==> config.mk <==
export PLATFORM = sky130hd
export DESIGN_NAME = hazard_unit
export DESIGN_NICKNAME = d
export VERILOG_FILES = /design/src/rtl/rv32i_pkg.sv /design/src/rtl/sat_counter.sv /design/src/rtl/hazard_unit.sv
export SDC_FILE = /design/constraint.sdc
export NUM_CORES = 1
export LEC_CHECK = 0
export CAP_MARGIN = 0
export CORE_MARGIN = 2
export CORE_UTILIZATION = 35
export CTS_BUF_LIST = sky130_fd_sc_hd__clkbuf_8
export CTS_CLUSTER_SIZE = 30
export DETAILED_ROUTE_END_ITERATION = 8
export GPL_TIMING_DRIVEN = 0
export PLACE_DENSITY = 0.65
export SLEW_MARGIN = 5
export SYNTH_ARGS = -nofsm -noshare
export SYNTH_HDL_FRONTEND = slang
export SYNTH_HIERARCHICAL = 1
export SYNTH_SLANG_ARGS = --single-unit
==> constraint.sdc <==
create_clock -name clk -period 7 [get_ports clk]
set_clock_uncertainty 0.05 [all_clocks]
set_input_delay 1.75 -clock clk [delete_from_list [all_inputs] [get_ports clk]]
set_output_delay 1.75 -clock clk [all_outputs]
set_load 0.02 [all_outputs]
==> src/rtl/rv32i_pkg.sv <==
// Shared pipeline encodings for the RV32I core: writeback source, forward selects,
// hazard FSM states and the register-match helper (x0 never matches).
package rv32i_pkg;

  localparam logic [1:0] DTR_LOAD    = 2'b01;
  localparam logic [1:0] FWD_RF      = 2'b00;
  localparam logic [1:0] FWD_EXE_MEM = 2'b01;
  localparam logic [1:0] FWD_MEM_WB  = 2'b10;

  typedef enum logic {
    RUN     = 1'b0,
    MEMWAIT = 1'b1
  } hz_state_t;

  function automatic logic reg_match(input logic [4:0] r, input logic [4:0] w, input logic we);
    return we && (w != 5'd0) && (r == w);
  endfunction

endpackage

==> src/rtl/sat_counter.sv <==
// Free-running event counter that sticks at all-ones instead of wrapping.
// One cycle from inc to count; synchronous active-high reset.
module sat_counter #(
  parameter int W = 32
) (
  input  logic         clk,
  input  logic         rst,
  input  logic         inc,
  output logic [W-1:0] count
);

  logic [W-1:0] r_count;

  always_ff @(posedge clk) begin
    if (rst)
      r_count <= '0;
    else if (inc && (r_count != '1))
      r_count <= r_count + 1'b1;
  end

  assign count = r_count;

endmodule

==> src/rtl/hazard_unit.sv <==
// Five-stage pipeline hazard control: stalls/flushes/bubbles are combinational, counters registered.
// Macro HAZARD_FORWARD_EN: defined = EXE operand forwarding + load-use stall; undefined = stall on any RAW.
module hazard_unit
  import rv32i_pkg::*;
#(
  parameter int MEM_TIMEOUT = 255,
  parameter int CNT_W       = 32
) (
  input  logic             clk,
  input  logic             rst,
  input  logic [4:0]       id_rs1,
  input  logic [4:0]       id_rs2,
  input  logic             id_rs1_used,
  input  logic             id_rs2_used,
  input  logic [4:0]       ID_EXE_written_reg,
  input  logic [4:0]       ID_EXE_read_reg1,
  input  logic [4:0]       ID_EXE_read_reg2,
  input  logic             ID_EXE_reg_write,
  input  logic [1:0]       ID_EXE_data_to_reg,
  input  logic [4:0]       EXE_MEM_written_reg,
  input  logic             EXE_MEM_reg_write,
  input  logic [1:0]       EXE_MEM_data_to_reg,
  input  logic             EXE_MEM_mem_access,
  input  logic [4:0]       MEM_WB_written_reg,
  input  logic             MEM_WB_reg_write,
  input  logic             dmem_ready,
  input  logic             mispredict,
  output logic             PC_stall,
  output logic             IF_ID_stall,
  output logic             IF_ID_flush,
  output logic             ID_EXE_CE,
  output logic             ID_EXE_dstall,
  output logic             ID_EXE_cstall,
  output logic             EXE_MEM_CE,
  output logic             MEM_WB_bubble,
  output logic [1:0]       forward_A_sel,
  output logic [1:0]       forward_B_sel,
  output logic [CNT_W-1:0] stall_cycles,
  output logic [CNT_W-1:0] flush_count,
  output logic             mem_timeout
);

  localparam int TW = $clog2(MEM_TIMEOUT + 1);

  logic w_mem_wait;
  logic w_hit_id_exe;
  logic w_data_haz;

  function automatic logic id_hit(input logic [4:0] w, input logic we,
                                  input logic [4:0] rs1, input logic u1,
                                  input logic [4:0] rs2, input logic u2);
    return (u1 && reg_match(rs1, w, we)) || (u2 && reg_match(rs2, w, we));
  endfunction

  assign w_mem_wait   = EXE_MEM_mem_access && !dmem_ready;
  assign w_hit_id_exe = id_hit(ID_EXE_written_reg, ID_EXE_reg_write,
                               id_rs1, id_rs1_used, id_rs2, id_rs2_used);

`ifdef HAZARD_FORWARD_EN
  function automatic logic [1:0] fwd_sel(input logic [4:0] r,
                                         input logic [4:0] em_w, input logic em_we,
                                         input logic [1:0] em_dtr,
                                         input logic [4:0] mw_w, input logic mw_we);
    if (reg_match(r, em_w, em_we) && (em_dtr != DTR_LOAD))
      return FWD_EXE_MEM;
    else if (reg_match(r, mw_w, mw_we))
      return FWD_MEM_WB;
    else
      return FWD_RF;
  endfunction

  // Only a load in EXE needs a stall; everything else is covered by forwarding.
  assign w_data_haz    = w_hit_id_exe && (ID_EXE_data_to_reg == DTR_LOAD);
  assign forward_A_sel = rst ? FWD_RF : fwd_sel(ID_EXE_read_reg1, EXE_MEM_written_reg,
                           EXE_MEM_reg_write, EXE_MEM_data_to_reg,
                           MEM_WB_written_reg, MEM_WB_reg_write);
  assign forward_B_sel = rst ? FWD_RF : fwd_sel(ID_EXE_read_reg2, EXE_MEM_written_reg,
                           EXE_MEM_reg_write, EXE_MEM_data_to_reg,
                           MEM_WB_written_reg, MEM_WB_reg_write);
`else
  logic w_unused;

  assign w_data_haz = w_hit_id_exe
                   || id_hit(EXE_MEM_written_reg, EXE_MEM_reg_write,
                             id_rs1, id_rs1_used, id_rs2, id_rs2_used)
                   || id_hit(MEM_WB_written_reg, MEM_WB_reg_write,
                             id_rs1, id_rs1_used, id_rs2, id_rs2_used);
  assign forward_A_sel = FWD_RF;
  assign forward_B_sel = FWD_RF;
  assign w_unused = ^{ID_EXE_read_reg1, ID_EXE_read_reg2, ID_EXE_data_to_reg, EXE_MEM_data_to_reg};
`endif

  always_comb begin
    PC_stall      = 1'b0;
    IF_ID_stall   = 1'b0;
    IF_ID_flush   = 1'b0;
    ID_EXE_CE     = 1'b1;
    ID_EXE_dstall = 1'b0;
    ID_EXE_cstall = 1'b0;
    EXE_MEM_CE    = 1'b1;
    MEM_WB_bubble = 1'b0;
    if (rst) begin
      PC_stall = 1'b0;
    end else if (w_mem_wait) begin
      // EXE stays frozen, so a pending mispredict is still asserted when the wait ends.
      PC_stall      = 1'b1;
      IF_ID_stall   = 1'b1;
      ID_EXE_CE     = 1'b0;
      EXE_MEM_CE    = 1'b0;
      MEM_WB_bubble = 1'b1;
    end else if (mispredict) begin
      IF_ID_flush   = 1'b1;
      ID_EXE_cstall = 1'b1;
    end else if (w_data_haz) begin
      PC_stall      = 1'b1;
      IF_ID_stall   = 1'b1;
      ID_EXE_dstall = 1'b1;
    end
  end

  hz_state_t     r_state;
  logic [TW-1:0] r_wait_cnt;
  logic          r_timeout;

  always_ff @(posedge clk) begin
    if (rst) begin
      r_state    <= RUN;
      r_wait_cnt <= '0;
      r_timeout  <= 1'b0;
    end else begin
      case (r_state)
        RUN: begin
          if (w_mem_wait) begin
            r_state    <= MEMWAIT;
            r_wait_cnt <= TW'(1);
            if (MEM_TIMEOUT <= 1)
              r_timeout <= 1'b1;
          end
        end
        MEMWAIT: begin
          if (!w_mem_wait) begin
            r_state    <= RUN;
            r_wait_cnt <= '0;
          end else if (r_wait_cnt != TW'(MEM_TIMEOUT)) begin
            r_wait_cnt <= r_wait_cnt + 1'b1;
            if (r_wait_cnt == TW'(MEM_TIMEOUT - 1))
              r_timeout <= 1'b1;
          end
        end
        default: r_state <= RUN;
      endcase
    end
  end

  assign mem_timeout = r_timeout;

  sat_counter #(.W(CNT_W)) u_stall_cnt (
    .clk   (clk),
    .rst   (rst),
    .inc   (PC_stall),
    .count (stall_cycles)
  );

  sat_counter #(.W(CNT_W)) u_flush_cnt (
    .clk   (clk),
    .rst   (rst),
    .inc   (IF_ID_flush),
    .count (flush_count)
  );

endmodule

# Word level (Yosys, flattened, before mapping)
# Cells that the tools add are included.
# word_totals
output_inout_bits,77
ff_bits,74
mem_count,0
input_bits,49
latchBits,0
mem_bits_rw,0
wordCells,67
romBits,0
# classes
n_shift,0
addsub,3
n_eq_ne,12
n_div,0
n_mux,17
mul,0
bitwise_logic,1
reduce_logical,29
magnitude_cmp,0
# ops
op,n
"32-bit by 1-bit adder with 32-bit output, second input constant",2
"32-bit != test, second input constant",2
5-bit equality test,6
8-bit two-way mux,3
1-bit logical AND,18
8-bit case mux with 2 select lines,1
5-bit nonzero test,3
1-bit two-way mux,13
"8-bit by 1-bit adder with 8-bit output, second input constant",1
"8-bit equality test, second input constant",1
"8-bit != test, second input constant",1
1-bit logical OR,5
4-bit AND reduction,1
"3-bit by 2-bit != test with 1-bit output, second input constant",1
"2-bit != test, second input constant",1
2-bit AND reduction,1
1-bit zero test,1
1-bit NOT,1

# Longest topological paths before layout
# Gate-level depths: netlist of the first run.
# logic_depth
depth_word,12
mapped_depth,10
mapped_depth_nobuf,10

# Hierarchy
# Netlist of the first run, hierarchy kept.
# modules_own_cells
module,area_each_um2,cells_per_inst,n_inst
sat_counter,1674.1,199,2
hazard_unit,1033.5,128,1

# Least setup slack after synthesis of the first run
# Ideal clock, no wire load.
# synth_timing
path_type,in2out
startpoint,input port EXE_MEM_written_reg[1]
endpoint,output port PC_stall
stages,5
t_required_ps,5200
path_buffers,1
t_arrival_ps,3220
slack_ps,1980
cell_sequence,or4_1 o211ai_1 a21o_1 nand4_1 buf_4
# synth_via
elab_chain_len,11
elab_cells_between_ends,15
# synth_lines
element,line,source
from (decl),hazard_unit.sv:20,"input logic [4:0] EXE_MEM_written_reg,"
5-bit nonzero test,rv32i_pkg.sv:16,return we && (w != 5'd0) && (r == w);
1-bit logical AND (2 in series),rv32i_pkg.sv:16,
1-bit logical AND,hazard_unit.sv:52,"return (u1 && reg_match(rs1, w, we)) || (u2 && reg_match(rs2, w, we));"
1-bit logical OR *,hazard_unit.sv:52,
1-bit logical OR *,hazard_unit.sv:84,"|| id_hit(EXE_MEM_written_reg, EXE_MEM_reg_write,"
1-bit logical OR *,hazard_unit.sv:86,"|| id_hit(MEM_WB_written_reg, MEM_WB_reg_write,"
1-bit two-way mux * (4 in series),-,
to (decl),hazard_unit.sv:28,"output logic PC_stall,"
# Mark *: on every way between the ends. The rest lies on a longest branch, timed or not.

# Worst setup path after layout of the first run
# layout_timing
startpoint,input port MEM_WB_written_reg[1]
endpoint,output port PC_stall
# layout_via
elab_chain_len,10
elab_cells_between_ends,14
# layout_lines
element,line,source
from (decl),hazard_unit.sv:24,"input logic [4:0] MEM_WB_written_reg,"
5-bit nonzero test,rv32i_pkg.sv:16,
1-bit logical AND (2 in series),rv32i_pkg.sv:16,
1-bit logical AND,hazard_unit.sv:52,
1-bit logical OR *,hazard_unit.sv:52,
1-bit logical OR *,hazard_unit.sv:86,
1-bit two-way mux *,hazard_unit.sv:114,end else if (w_data_haz) begin
1-bit two-way mux *,hazard_unit.sv:111,end else if (mispredict) begin
1-bit two-way mux *,hazard_unit.sv:104,end else if (w_mem_wait) begin
1-bit two-way mux *,hazard_unit.sv:102,if (rst) begin
# Marks and branches as above.

==> run_results.csv, run 1 <==
group,metric,value,unit
timing,fmax,165,MHz
setup_path,crit_family,"buffers and inverters",
run_status,status,"finished clean",
setup_path,startpoint_type,"input pin",
synth,synth_area,0.00438,mm2
clock_tree,clkLatencyLatePin,0.35,ns
global_route,grt_pass1_wl,20100,um
clock_tree,ctsResizeCount,0,
timing,relSlewSlack,31.2,%
placed_design,gp_congestion,0.863,
final_layout,seqCellArea,0.00148,mm2
die,start_util,36.2,%
setup_path,rr_worst_depth,5,
synth,yosysMostFrequentCell,"dfxtp_1",
power,p_clk_share,42.2,%
setup_path,r2r_slack,4.40,ns
final_layout,drive_gt1_share,8.31,%
synth,synth_common_cells,"dfxtp_1 (74), a21oi_1 (47), nor2_1 (39)",
clock_tree,clock_path_buffers,2,
clock_tree,clkTransAtPathRegs,0.08,ns
die,die_w,116,um
global_route,grtUsageTotal,18.7,%
synth,syn_inst,526,
timing,hold_viol,0,
setup_path,crit_arrival,4.25,ns
synth,ys_ff_latch,74,
die,coreArea,0.0121,mm2
timing,holdWs,0.446,ns
synth,synth-edff-count,0,
setup_path,worst-path-buf-inv,3,
setup_path,path_common_cell,"clkdlybuf4s50_1",
placed_design,io_buffer_count,106,
final_layout,syn_to_final_growth,34.2,%
final_layout,multi_input_area,0.00273,mm2
power,ir_drop,0.0724,mV
placed_design,hpwlAfterDp,9530,um
power,comb_power_share,9.2,%
global_route,grt_start_max_net_pins,13,
global_route,use_met3,5.23,%
synth,avgSynthCellArea,8.33,um2
synth,yosysWarningCount,6,
clock_tree,hold_buffers,0,
synth,yosysTopAreaCell,"dfxtp_1",
power,p_int,0.670,mW
routing,wl_per_cell,15.4,um
routing,via_count,4522,
synth,yosysSeqAreaShare,33.8,%
die,num_io_pins,126,
power,powerDensity,149,mW/mm2
global_route,grt-busiest-layer,"met2",
setup_path,worst_path_max_delay_cell,"or4_1",
timing,fin_setup_tns,0,ns
routing,wl,12600,um
run,maxCapViolCount,0,
setup_path,critPathMaxStageDelay,0.54,ns
global_route,gr-usage-met1,23.6,%
global_route,grt-ovfl-total,0,
power,cellLeakagePower,1.80,nW
routing,antenna_left,0,
power,seqPwrFrac,48.6,%
routing,drc,0,
die,die_y,116,um
timing,min_period,6.05,ns
synth,ys_types,52,
min_path,min_path_cells,2,
min_path,holdPathEnd,"mem_timeout",
synth,yosys.area.top_type_share,33.8,%
final_layout,antenna_cells,0,
setup_path,reg2reg_to,"u_stall_cnt/count[31]",
min_path,hold_path.class,"reg2reg",
setup_path,path_class,"in2out",
global_route,antenna_found_initial,0,
clock_tree,root_buffer,"clkbuf_8",
synth,synth_async_sr_flop_share,0,%
clock_tree,cts_setup_buffers,0,
global_route,met2_usage,31.1,%
routing,drtIter0Drc,352,
timing,tightest_slew,1.03,ns
setup_path,required,5.20,ns
setup_path,rr_startpoint,"u_stall_cnt/count[2]",
timing,rsz0062_at_grt,"false",
timing,slew_violations,0,
power,switching_share,23.4,%
clock_tree,cts_inserted_buffers,9,
power,switchingPower,0.204,mW
final_layout,fillers,1211,
die,die-area,0.0134,mm2
timing,min_period_over_period,86.4,%
final_layout,nNetsFinal,699,
setup_path,startpoint,"MEM_WB_written_reg[1]",
setup_path,path_max_fanout,6,
power,power,0.874,mW
synth,synth_top_flop_cell,"dfxtp_1",
global_route,grt_pass1_vias,4096,
routing,via_per_inst,5.53,
die,num_rows,40,
placed_design,place_ws,0.923,ns
min_path,min_from,"mem_timeout",
setup_path,worstPathCellList,"clkdlybuf4s50_1, or4_1, o211ai_1, a21o_1, nand4_1, buf_4, clkdlybuf4s50_1",
timing,finalSetupViolCount,0,
clock_tree,h-tree-depth,3,
clock_tree,clkSinkCount,74,
synth,ys_top_cells_by_area,"dfxtp_1 (34%), a21oi_1 (5.4%), xor2_1 (5.2%), or4_1 (4.8%), xnor2_1 (4.6%)",
setup_path,worst_setup_path_end_kind,"output port",
timing,setup_slack,0.951,ns
clock_tree,cts_tree,"yes",
routing,firstDrtPassIters,5,
-- power by group through the flow --
stage | registers, mW | logic, mW | clock network (mW)
finish | 0.425 | 0.0806 | 0.369
global route | 0.425 | 0.0873 | 0.396
CTS | 0.425 | 0.0812 | 0.381
detailed placement | 0.435 | 0.0810 | 0
global placement | 0.435 | 0.0786 | 0
floorplan | 0.436 | 0.0383 | 0
-- metrics by stage --
step,instance area [um2],util (%),cells
2_1_floorplan,4390,-,529
3_3_place_gp,5660,46.8,803
3_5_place_dp,5660,46.8,803
4_1_cts,5880,48.6,818
5_1_grt,5880,48.6,818
6_report,5880,48.6,818
-- worst min-delay path, delay by kind of cell, from the launching register on --
family           cells  cell delay (ns)
flip-flops           1             0.35
AND/OR/NAND/NOR      1             0.07
AO/OA/AOI/OAI        1             0.05
-- layout by cell type (no fill, tap or decap), types with 3 or more instances in the layout --
master	netlist	routed
a2111oi_0	4	4
a21o_1	6	6
a21oi_1	47	47
a31oi_1	4	4
and3_1	6	6
and4_1	8	8
buf_2	6	6
buf_4	7	7
clkbuf_1	16	16
clkbuf_8	0	10
clkdlybuf4s50_1	0	106
conb_1	1	4
dfxtp_1	74	74
ha_1	4	4
inv_1	10	10
nand2_1	22	22
nand2b_1	4	4
nand3_1	34	34
nand4_1	21	21
nor2_1	39	39
nor2b_1	4	4
nor3_1	7	7
nor3b_1	5	5
nor4_1	13	13
nor4_2	4	4
o211ai_1	3	3
o21ai_0	21	21
o31ai_1	24	24
or3_1	21	21
or4_1	28	28
xnor2_1	23	23
xor2_1	26	26
-- layer usage --
| layer | vias to the layer above | share of wire (%) |
|---|---|---|
| li1 | 2213 | - |
| met1 | 2123 | 44 |
| met2 | 174 | 48 |
| met3 | 12 | 7.1 |
| met4 | 0 | 1.0 |
| met5 | - | 0 |
-- flip-flops by register name, indices dropped and copies added, names as in the netlist --
name and cells:
r_wait_cnt 8, r_state 1, u_stall_cnt/count 32, mem_timeout 1, u_flush_cnt/count 32
-- how the worst max path moves through the flow --
| stage | cells past startpoint | endpoint | slack (ns) |
|---|---|---|---|
| 4_1_cts | 5 | IF_ID_flush | 0.92 |
| 6_report | 7 | PC_stall | 0.95 |
| 2_1_floorplan | 5 | PC_stall | 1.98 |
| 3_5_place_dp | 5 | IF_ID_flush | 0.92 |
| 3_3_place_gp | 5 | IF_ID_flush | 0.97 |
| 5_1_grt | 5 | IF_ID_flush | 0.82 |
-- cell families after synthesis --
kind of cell               synth area share (%)
adders and majority gates                  1.14
xor gates and xnor gates                   9.79
buffers and inverters                      4.23
other                                    0.0856
and+or+nand+nor                            32.5
muxes                                      1.48
AOI/OAI and AO/OA                          17.0
DFF                                        33.8
-- area by class of cell --
type / count / area share (%)
clock inverters: 5 / 1.34
plain buffers: 30 / 2.51
repair buffers: 106 / 18.0
flip-flops and latches: 74 / 25.2
clock buffers: 10 / 2.34
well taps: 168 / 3.57
inverters: 10 / 0.638
multi-input cells: 415 / 46.4
(Power assumes the default switching activity.)
==> inputs of run 2 (changes only) <==
Settings changed: CAP_MARGIN 0 to not set.
==> results of run 2 <==
Final layout, timing and power as in run 1 (identical DEF).
==> inputs of run 3 (changes only) <==
Settings changed: ABC_CLOCK_PERIOD_IN_PS set to 7000, SLEW_MARGIN 5 to not set.
==> results of run 3 <==
Final layout, timing and power as in run 1 (identical DEF).
